`src/rtl/fwd_tracker.sv`:
```
// Forwarding/hazard tracker: follows destination registers through DEPTH post-decode stages.
// Latency: hazard_stall same cycle from ID inputs; fwd_sel combinational from registered EX/pipe state.
// Backpressure: pipe_hold freezes all state; hazard_stall asks upstream to hold PC and IF/ID.
//
// Ports:
//   clk, rst_n            clock and asynchronous active-low reset
//   pipe_hold             global freeze, nothing advances
//   id_flush              kill the ID instruction (bubble into EX, no stall)
//   id_valid/id_dst_we/id_dst/id_is_load   ID instruction producer info
//   id_src/id_src_used    ID source registers (operand i at [i*A_W +: A_W]) and use flags
//   hazard_stall          load-use stall request for the ID instruction
//   fwd_sel               per-operand forwarding select for EX (0 = regfile, k-1 = stage P[k])
//   stall_cnt             saturating count of effective stall cycles
module fwd_tracker #(
  parameter int A_W     = 5,
  parameter int NUM_SRC = 2,
  parameter int DEPTH   = 3,
  parameter int SEL_W   = $clog2(DEPTH),
  parameter int CNT_W   = 16
) (
  input  logic                     clk,
  input  logic                     rst_n,
  input  logic                     pipe_hold,
  input  logic                     id_flush,
  input  logic                     id_valid,
  input  logic                     id_dst_we,
  input  logic [A_W-1:0]           id_dst,
  input  logic                     id_is_load,
  input  logic [NUM_SRC*A_W-1:0]   id_src,
  input  logic [NUM_SRC-1:0]       id_src_used,
  output logic                     hazard_stall,
  output logic [NUM_SRC*SEL_W-1:0] fwd_sel,
  output logic [CNT_W-1:0]         stall_cnt
);

  // Index k here is stage P[k+1]: index 0 is EX, index DEPTH-1 is WB.
  logic [DEPTH-1:0]       p_vld_q, p_vld_d;
  logic [DEPTH-1:0]       p_ld_q, p_ld_d;
  logic [A_W-1:0]         p_dst_q [DEPTH];
  logic [A_W-1:0]         p_dst_d [DEPTH];
  logic [NUM_SRC*A_W-1:0] ex_src_q, ex_src_d;
  logic [NUM_SRC-1:0]     ex_used_q, ex_used_d;
  logic [CNT_W-1:0]       stall_cnt_q, stall_cnt_d;
  logic [DEPTH-1:0]       live;

  // r0 is filtered on entry, but the dst check keeps "live" self-contained.
  always_comb begin
    for (int k = 0; k < DEPTH; k++) begin
      live[k] = p_vld_q[k] && (p_dst_q[k] != '0);
    end
  end

  // Load-use: only a load sitting in EX can create a hazard; flush overrides it.
  always_comb begin
    hazard_stall = 1'b0;
    for (int i = 0; i < NUM_SRC; i++) begin
      if (id_valid && id_src_used[i] && live[0] && p_ld_q[0] &&
          (id_src[i*A_W +: A_W] == p_dst_q[0])) begin
        hazard_stall = 1'b1;
      end
    end
    if (id_flush) begin
      hazard_stall = 1'b0;
    end
  end

  // Scan oldest to youngest so the nearest matching producer overwrites the rest.
  always_comb begin
    fwd_sel = '0;
    for (int i = 0; i < NUM_SRC; i++) begin
      for (int k = DEPTH - 1; k >= 1; k--) begin
        if (ex_used_q[i] && live[k] && (p_dst_q[k] == ex_src_q[i*A_W +: A_W])) begin
          fwd_sel[i*SEL_W +: SEL_W] = SEL_W'(k);
        end
      end
    end
  end

  always_comb begin
    p_vld_d     = p_vld_q;
    p_ld_d      = p_ld_q;
    p_dst_d     = p_dst_q;
    ex_src_d    = ex_src_q;
    ex_used_d   = ex_used_q;
    stall_cnt_d = stall_cnt_q;
    if (!pipe_hold) begin
      for (int k = 1; k < DEPTH; k++) begin
        p_vld_d[k] = p_vld_q[k-1];
        p_ld_d[k]  = p_ld_q[k-1];
        p_dst_d[k] = p_dst_q[k-1];
      end
      if (id_flush || hazard_stall) begin
        p_vld_d[0] = 1'b0;
        p_ld_d[0]  = 1'b0;
        p_dst_d[0] = '0;
        ex_used_d  = '0;
      end else begin
        p_vld_d[0] = id_valid && id_dst_we && (id_dst != '0);
        p_ld_d[0]  = id_is_load;
        p_dst_d[0] = id_dst;
        ex_src_d   = id_src;
        ex_used_d  = id_src_used & {NUM_SRC{id_valid}};
      end
      if (hazard_stall && (stall_cnt_q != '1)) begin
        stall_cnt_d = stall_cnt_q + CNT_W'(1);
      end
    end
  end

  always_ff @(posedge clk or negedge rst_n) begin
    if (!rst_n) begin
      p_vld_q     <= '0;
      p_ld_q      <= '0;
      for (int k = 0; k < DEPTH; k++) begin
        p_dst_q[k] <= '0;
      end
      ex_src_q    <= '0;
      ex_used_q   <= '0;
      stall_cnt_q <= '0;
    end else begin
      p_vld_q     <= p_vld_d;
      p_ld_q      <= p_ld_d;
      p_dst_q     <= p_dst_d;
      ex_src_q    <= ex_src_d;
      ex_used_q   <= ex_used_d;
      stall_cnt_q <= stall_cnt_d;
    end
  end

  assign stall_cnt = stall_cnt_q;

endmodule

```
`config.mk`:
```
export PLATFORM = sky130hd
export DESIGN_NAME = fwd_tracker
export DESIGN_NICKNAME = d
export VERILOG_FILES = /design/src/rtl/fwd_tracker.sv
export SDC_FILE = /design/constraint.sdc
export NUM_CORES = 1
export LEC_CHECK = 0
export ABC_AREA = 1
export BUFFER_PORTS_ARGS = -buffer_cell sky130_fd_sc_hd__buf_2
export CAP_MARGIN = 15
export CELL_PAD_IN_SITES_DETAIL_PLACEMENT = 1
export CELL_PAD_IN_SITES_GLOBAL_PLACEMENT = 2
export CORE_ASPECT_RATIO = 1.2
export CORE_MARGIN = 2
export CORE_UTILIZATION = 34
export CTS_CLUSTER_DIAMETER = 50
export DETAILED_ROUTE_END_ITERATION = 6
export PLACE_DENSITY = 0.81
export SKIP_CTS_REPAIR_TIMING = 1
export SLEW_MARGIN = 20
export SYNTH_ARGS = -nofsm -noshare
export SYNTH_HDL_FRONTEND = slang
export SYNTH_SLANG_ARGS = --single-unit
```
`constraint.sdc`:
```
create_clock -name clk -period 3.25 [get_ports clk]
set_clock_uncertainty 0.2 [all_clocks]
set_input_delay 0.1625 -clock clk [delete_from_list [all_inputs] [get_ports clk]]
set_output_delay 0.1625 -clock clk [all_outputs]
set_load 0.01 [all_outputs]
```
[Word-level counts from Yosys, hierarchy flattened]
Cells that the tools add are included.
Cells by class
  add/sub/neg operators: 1
  bitwise logic cells: 3
  reductions and logical operators: 29
  equal/unequal tests: 7
  muxes and demuxes: 11
Operators by type and width (count)
  5-bit == test: 6
  1-bit logical AND: 22
  5-bit nonzero test: 4
  16-bit by 1-bit adder with 16-bit output (second input constant): 1
  16-bit != test (second input constant): 1
  2-bit two-way mux: 5
  1-bit two-way mux: 5
  5-bit two-way mux: 1
  2-bit AND reduction: 2
  2-bit bitwise AND: 1
  1-bit NOT: 2
  1-bit logical OR: 1
Word-level totals
  output and inout port bits: 21
  input bits: 24
  bits in registers: 47
  word-level logic and storage cells: 59

[Longest topological paths before layout]
Gate-level depths: netlist of the first run.
  depth in word-level cells: 11
  depth in mapped cells: 12

[Least setup slack after synthesis of the first run]
OpenSTA, ideal clock, no wires.
  path kind: reg-to-reg
  start: reg stall_cnt_q[0] (netlist: stall_cnt[0])
  end: reg stall_cnt_q[2] (netlist: stall_cnt[2])
  arrival time: 1.492 ns
  path buffers: 1
  cell stages (with the launch flop): 10
  slack: 1.441 ns
  setup time: 0.117 ns
  required time: 2.933 ns
  path through: dfrtp_1 ha_1 nand3_1 nor2_4 nand3_2 nand4_4 inv_4 buf_6 nand3b_1 nand2_1
On the way
  longest elaborated chain between the ends: 3
  elaborated cells between the ends (all ways): 4
RTL lines
  start: declaration: line 43  | logic [CNT_W-1:0] stall_cnt_q, stall_cnt_d;
  start signal: assignment: line 126  | stall_cnt_q <= stall_cnt_d;
  parallel branches: the longest is 3 deep, another holds 16-bit by 1-bit adder with 16-bit output
Parallel ways; which one is timed is not known.
A chain may end at the register's enable or synchronous reset.

[Final worst setup path of the first run]
  start: in id_src[4]
  end: out hazard_stall
On the way
  longest elaborated chain between the ends: 5
RTL lines
  start: declaration: line 29  | input logic [NUM_SRC*A_W-1:0] id_src,
  5-bit == test: line 58  | (id_src[i*A_W +: A_W] == p_dst_q[0])) begin
  1-bit logical AND: line 57  | if (id_valid && id_src_used[i] && live[0] && p_ld_q[0] &&
  1-bit two-way mux (2 in series): line 57
  1-bit two-way mux: line 62  | if (id_flush) begin
  end: declaration: line 31  | output logic hazard_stall,
Every way passes these cells.

==> metrics, run 1 <==
status finished with violations; failing checks negative hold slack; compound-cell area share of the yosys netlist a little over a tenth; largest net degree at the start of global routing 28; Setup-failing EPs final 0; drt drc 0; Routed WL roughly 7300 um; Critical Path RT approximately 2.9 ns; worst-case clock buffer depth 2; IO buf count 44; Final min period ~2.1 ns; Pre-Repair DR Iteration Count 4; Min-Delay Path Class input port to flip-flop; wire length per cell roughly 15 um; I/O pins between 40 and 50; CTS tree built; vias in the first global route between 2000 and 2500; Die ar. about 8300 um2; syn_nets ~370; die width 83.7 um; Rows 34; post-synthesis adder-cell area fraction less than 1%; WP data arrival 1.72 ns; M1 GR Usage a little over a fifth; GPL Wtd Cong 0.785; part of the Yosys area used for sequential elements a little under half; die height around 100 um; total power around 0.0012 W; mux cell area share after synthesis 0%; grt total ovfl 0; post-DP HPWL about 5600 um; hold_ws -0.0121 ns; P_leak 1.58 nW; CTS buffer count 5; most used routing layer in global routing met2; post-synth top area share between 40% and 50%; met2 Usage GRT 33.9%; startpoint types input port; Yosys top cell by area dfrtp_1; Post-DRT Antenna Nets 0; VDD IR max ~0.00017 V; critical-path maximum fanout 5; mean post-synth cell area 7.50 um2; first-pass GRT wire length roughly 12000 um; routed vias between 2000 and 2500; Clock Pin Slew Worst Setup and Hold Paths roughly 0.080 ns; CTS Root Cell clkbuf_8; maxcap violations 0; relative slew slack a little under three fifths; vias per std cell between 4 and 5; Post-Synth XOR/XNOR Area between 3 and 4%; Critical Path End Type output pin; multi-input logic area roughly 1200 um2; Slew Limit Fails 0; most frequent cells in the layout 109 x nand2_1, 47 x dfrtp_1, 44 x buf_2; slew of the pin with the lowest slew margin about 0.66 ns; Synth warnings 0; share of cells above drive strength 1 around 18%; largest family of logic cells by synthesized area simple AND/OR/NAND/NOR gates; commonest non-fill, non-tap cell in the layout nand2_1; gr usage total roughly 18%; area grow syn2layout 21.7%; Synth cell types 33; post-synthesis cell count between 300 and 400; Initial Utilization between 30% and 40%; Crit Path Category input port to output pin; CTS sink cnt 47; Synth Register Bits 47; reg-to-reg setup timing slack ~1.2 ns; Clk Latency, worst-skew pair approximately 0.31 ns; H-tree lvl count 2; Post-Synthesis Cell Area 2590 um2; antenna violations before repair 0; Max Fclk ~480 MHz; final setup TNS 0 ns; Synth Area in Simple Gates between 30% and 40%; PwrDens a little under 400 nW/um2; CORE AREA ~7300 um2; RSZ-0062 raised after global routing no; met3 GRT Util approximately 2.7%; Register Area between 1000 and 1500 um2; Hold Fails Final Rpt 4; Final Cycle Share between 60% and 70%; # diodes 0; fin nets about 440; Starting DRT DRC Count between 70 and 80; Area contributors post-synth dfrtp_1 45%, nand2_1 16%, inv_1 5.9%, nor2_1 5.1%, o21ai_0 4.2%; Layout fillers ~950
==> through the flow <==
stage          area [um2]  utilization [%]  setup slack (ns)  std cells
6_report             3160             43.1              1.16        500
5_1_grt              3160             43.1              1.00        500
3_3_place_gp         2890             39.5              1.21        475
2_1_floorplan        2590                -              1.44        346
4_1_cts              2980             40.7              1.15        482
3_5_place_dp         2890             39.5              1.16        475
==> worst max-delay path: stages <==
cell and delay [ns]:
dlygate4sd3_1 0.53, buf_2 0.13, inv_1 0.08, nor2_1 0.05
nor2_1 0.18, nand3_1 0.11, nand2_2 0.13, nand2_2 0.11
nor2_1 0.10, buf_2 0.14
==> cells by family (layout without fill, tap and decap cells) <==
kind of cell             count (synthesis)  count (layout)
AO/OA/AOI/OAI                           49              49
XOR/XNOR                                 9               9
adder cells (fa/ha/maj)                  1               1
buffers and inverters                   58             122
flip-flops                              47              47
AND/OR/NAND/NOR                        182             182
==> synth_stat cells <==
cell type and n:
nand2_1 109, dfrtp_1 47, inv_1 41, nor2_1 35
o21ai_0 22, nand3_1 13, o21ai_1 9, o22ai_1 9
inv_2 7, xnor2_1 6, nor3_2 5, nand3b_1 4
nand4_1 4, a21oi_1 3, clkinv_1 3, nand2_2 3
xor2_1 3, buf_4 2, buf_6 2, clkbuf_1 2
nor3_1 2, nor4_1 2, o2111ai_1 2, o211ai_1 2
ha_1 1, inv_4 1, nand3_2 1, nand4_4 1
nor2_2 1, nor2_4 1, o311ai_0 1, o41ai_1 1
or2_2 1
==> path summary, 6_finish.rpt <==
| check | startpoint | end | cells past startpoint |
|---|---|---|---|
| worst max-delay path | id_src[4] | hazard_stall | 10 |
| worst min-delay path | id_valid | ex_used_q[1] | 3 |
| worst max register to register | stall_cnt[0] | stall_cnt[11] | 9 |
| worst min register to register | p_vld_q[2] | p_vld_q[2] | 2 |
| max in group asynchronous | rst_n | ex_used_q[1] | 3 |
| min in group asynchronous | rst_n | ex_src_q[0] | 2 |
==> where the power goes <==
group	switching, W	total [W]	internal, W
registers	0.0000463	0.000670	0.000624
clock network	0.000199	0.000366	0.000167
logic	0.000112	0.000197	0.0000846
==> state kept, by name, indices dropped and copies added (netlist names) <==
signal / cells
ex_used_q: 2
p_vld_q: 3
p_ld_q: 1
stall_cnt: 16
ex_src_q: 10
p_dst_q: 15
==> layout make-up <==
| cell class | count | area share, % |
|---|---|---|
| timing repair buffer | 63 | 12.9 |
| inverter | 52 | 6.26 |
| tap | 90 | 3.57 |
| clock inverter | 1 | 0.159 |
| multi-input combinational | 241 | 37.2 |
| sequential | 47 | 37.3 |
| clock buffer | 6 | 2.62 |
==> routing by layer <==
layer  wire, um  vias to the layer above
met5          0                        -
met2       4000                       36
met3        201                        6
li1           -                     1229
met4         86                        0
met1       3050                     1154
(Power assumes the default switching activity.)
==> run 2: changes to the inputs <==
Settings changed: CORE_UTILIZATION 34 to 32, PLACE_DENSITY 0.81 to 0.77.
Clock period 3.25 ns to 2.11 ns, I/O delays scaled along.
==> metrics, run 2 (synthesis gave the netlist of run 1 again) <==
Clk Latency, worst-skew pair 0.30 ns (about the same); final setup TNS 0 ns (unchanged); Routed WL 7700 um (+4.8%); Die ar. 8840 um2 (+6.0%); CORE AREA 7790 um2 (+6.5%); gr usage total 18.6% (+0.59 points); Max stage delay on crit path 0.46 ns (-0.07 ns); I/O pins 45 (unchanged); cell chain of the critical path xnor2_1 > o2111ai_1 > nor4_2 > nor2_1 > buf_2; Initial Utilization 33.3% (-2.2 points); die height 103 um (+2.9%); hold_ws 0.235 ns (+0.247 ns); area grow syn2layout 28.6%; critical path's top delay family flip-flops; startpoint types flip-flop; Largest register FFs 16 (unchanged); pre-CTS setup slack 0.0746 ns (-1.08 ns); Slew Limit Fails 0 (unchanged); CTS sink cnt 47 (unchanged); die width 86.2 um (+2.9%); commonest non-fill, non-tap cell in the layout nand2_1; CTS tree built; IO buf count 44 (unchanged); Setup-failing EPs final 0 (unchanged); drt drc 0 (unchanged); Final Cycle Share a little over nine tenths; status complete, no violations; total power 0.00217 W (+76%); PnR worst setup slack 0.109 ns (-1.05 ns); GPL Wtd Cong 0.797 (+1.5%); PwrDens 649 nW/um2 (+66%); Critical Path End Type output pin; Starting DRT DRC Count 76 (+7.0%); Crit Path Category flip-flop to output pin; maxcap violations 0 (unchanged); relative slew slack 57.3% (+1.2 points); vias in the first global route 2591 (+6.1%); wire length per cell 15.0 um (+2.2%); CTS Root Cell clkbuf_8; Max Fclk approximately 500 MHz; worst-case clock buffer depth 2 (unchanged); vias per std cell 4.90 (+1.1%); largest net degree at the start of global routing 48 (+71%); critical-path maximum fanout 5 (unchanged); buffers plus inverters on the worst setup path 1 (-3); H-tree lvl count 2 (unchanged); VDD IR max 0.000286 V (+67%); reg-to-reg setup timing slack 0.18 ns (-1.01 ns); P_leak 1.65 nW (+4.1%); fin nets 445 (+2.3%); Critical Path RT 1.80 ns (-1.09 ns); Min-Delay Path Class input port to async pin; antenna violations before repair 0 (unchanged); grt total ovfl 0 (unchanged); Hold Fails Final Rpt 0 (-4); Clock Pin Slew Worst Setup and Hold Paths 0.10 ns (+0.02 ns); # diodes 0 (unchanged); routed vias 2515 (+3.7%); slew of the pin with the lowest slew margin 0.640 ns (-0.0179 ns); Final min period roughly 2 ns; Rows 35 (+2.9%); WP data arrival 1.70 ns (-0.02 ns); CTS buffer count 5 (unchanged); most frequent cells in the layout 109 x nand2_1, 46 x dfrtp_1, 44 x buf_2; fin util 42.8% (-0.35 points); Layout fillers 982 (+3.7%); Pre-Repair DR Iteration Count 4 (unchanged); post-DP HPWL 5660 um (+1.3%); first-pass GRT wire length 12700 um (+7.0%); Post-DRT Antenna Nets 0 (unchanged); share of cells above drive strength 1 19.5% (+1.7 points); CP max-delay cell dfrtp_2
-- run 2: cell count changes in the layout (fill, tap and decap cells not counted), moves of 2 or more --
cell,delta
dlygate4sd3_1,+7
nor4_1,-2
bufinv_16,+2
nor4_2,+2
buf_4,+2
-- run 2: final timing paths --
path / startpoint / end / cells past startpoint
setup reg to reg: stall_cnt[0] / stall_cnt[3] / 9
max in group asynchronous: rst_n / p_dst_q[9] / 3
hold reg to reg: p_ld_q[0] / p_ld_q[0] / 2
min in group clk: p_ld_q[0] / p_ld_q[0] / 2
hold / removal: rst_n / ex_src_q[6] / 3
setup / recovery: p_dst_q[9] / fwd_sel[1] / 5
-- run 2: routing by layer --
metal | GRT usage [%] | wire [um] | up-vias
met5 | 0 | 0 | -
met4 | 6.61 | 108 | 0
met3 | 4.32 | 259 | 6
met2 | 33.7 | 4140 | 42
met1 | 21.5 | 3200 | 1225
li1 | - | - | 1242
-- run 2: worst reg2reg max path, delay by kind of cell (launching register included) --
family,cells,cell delay (ns)
adders and majority gates,1,0.22
buffers and inverters,1,0.17
DFF,1,0.40
and+or+nand+nor,7,0.83
-- run 2: area by class of cell --
| cell class | count | area, um2 | share of cell area (%) |
|---|---|---|---|
| Sequential cell | 47 | 1180 | 35.3 |
| Multi-Input combinational cell | 241 | 1210 | 36.2 |
| Clock buffer | 6 | 72.6 | 2.18 |
| Clock inverter | 2 | 60.1 | 1.80 |
| Tap cell | 92 | 115 | 3.45 |
| Inverter | 52 | 198 | 5.93 |
| Timing Repair Buffer | 73 | 504 | 15.1 |
-- run 2: where the power goes --
| part | switching [W] | internal (W) | total [W] | leakage [nW] |
|---|---|---|---|---|
| Sequential | 0.0000761 | 0.000961 | 0.00104 | 0.623 |
| Combinational | 0.000184 | 0.000142 | 0.000326 | 0.958 |
| Clock | 0.000329 | 0.000474 | 0.000803 | 0.0654 |
-- run 2: per-stage QoR --
| step | instances | area [um2] |
|---|---|---|
| after floorplan | 346 | 2590 |
| after global placement | 479 | 2910 |
| after detailed placement | 479 | 2910 |
| after CTS | 487 | 3040 |
| after global routing | 513 | 3340 |
| final | 513 | 3340 |
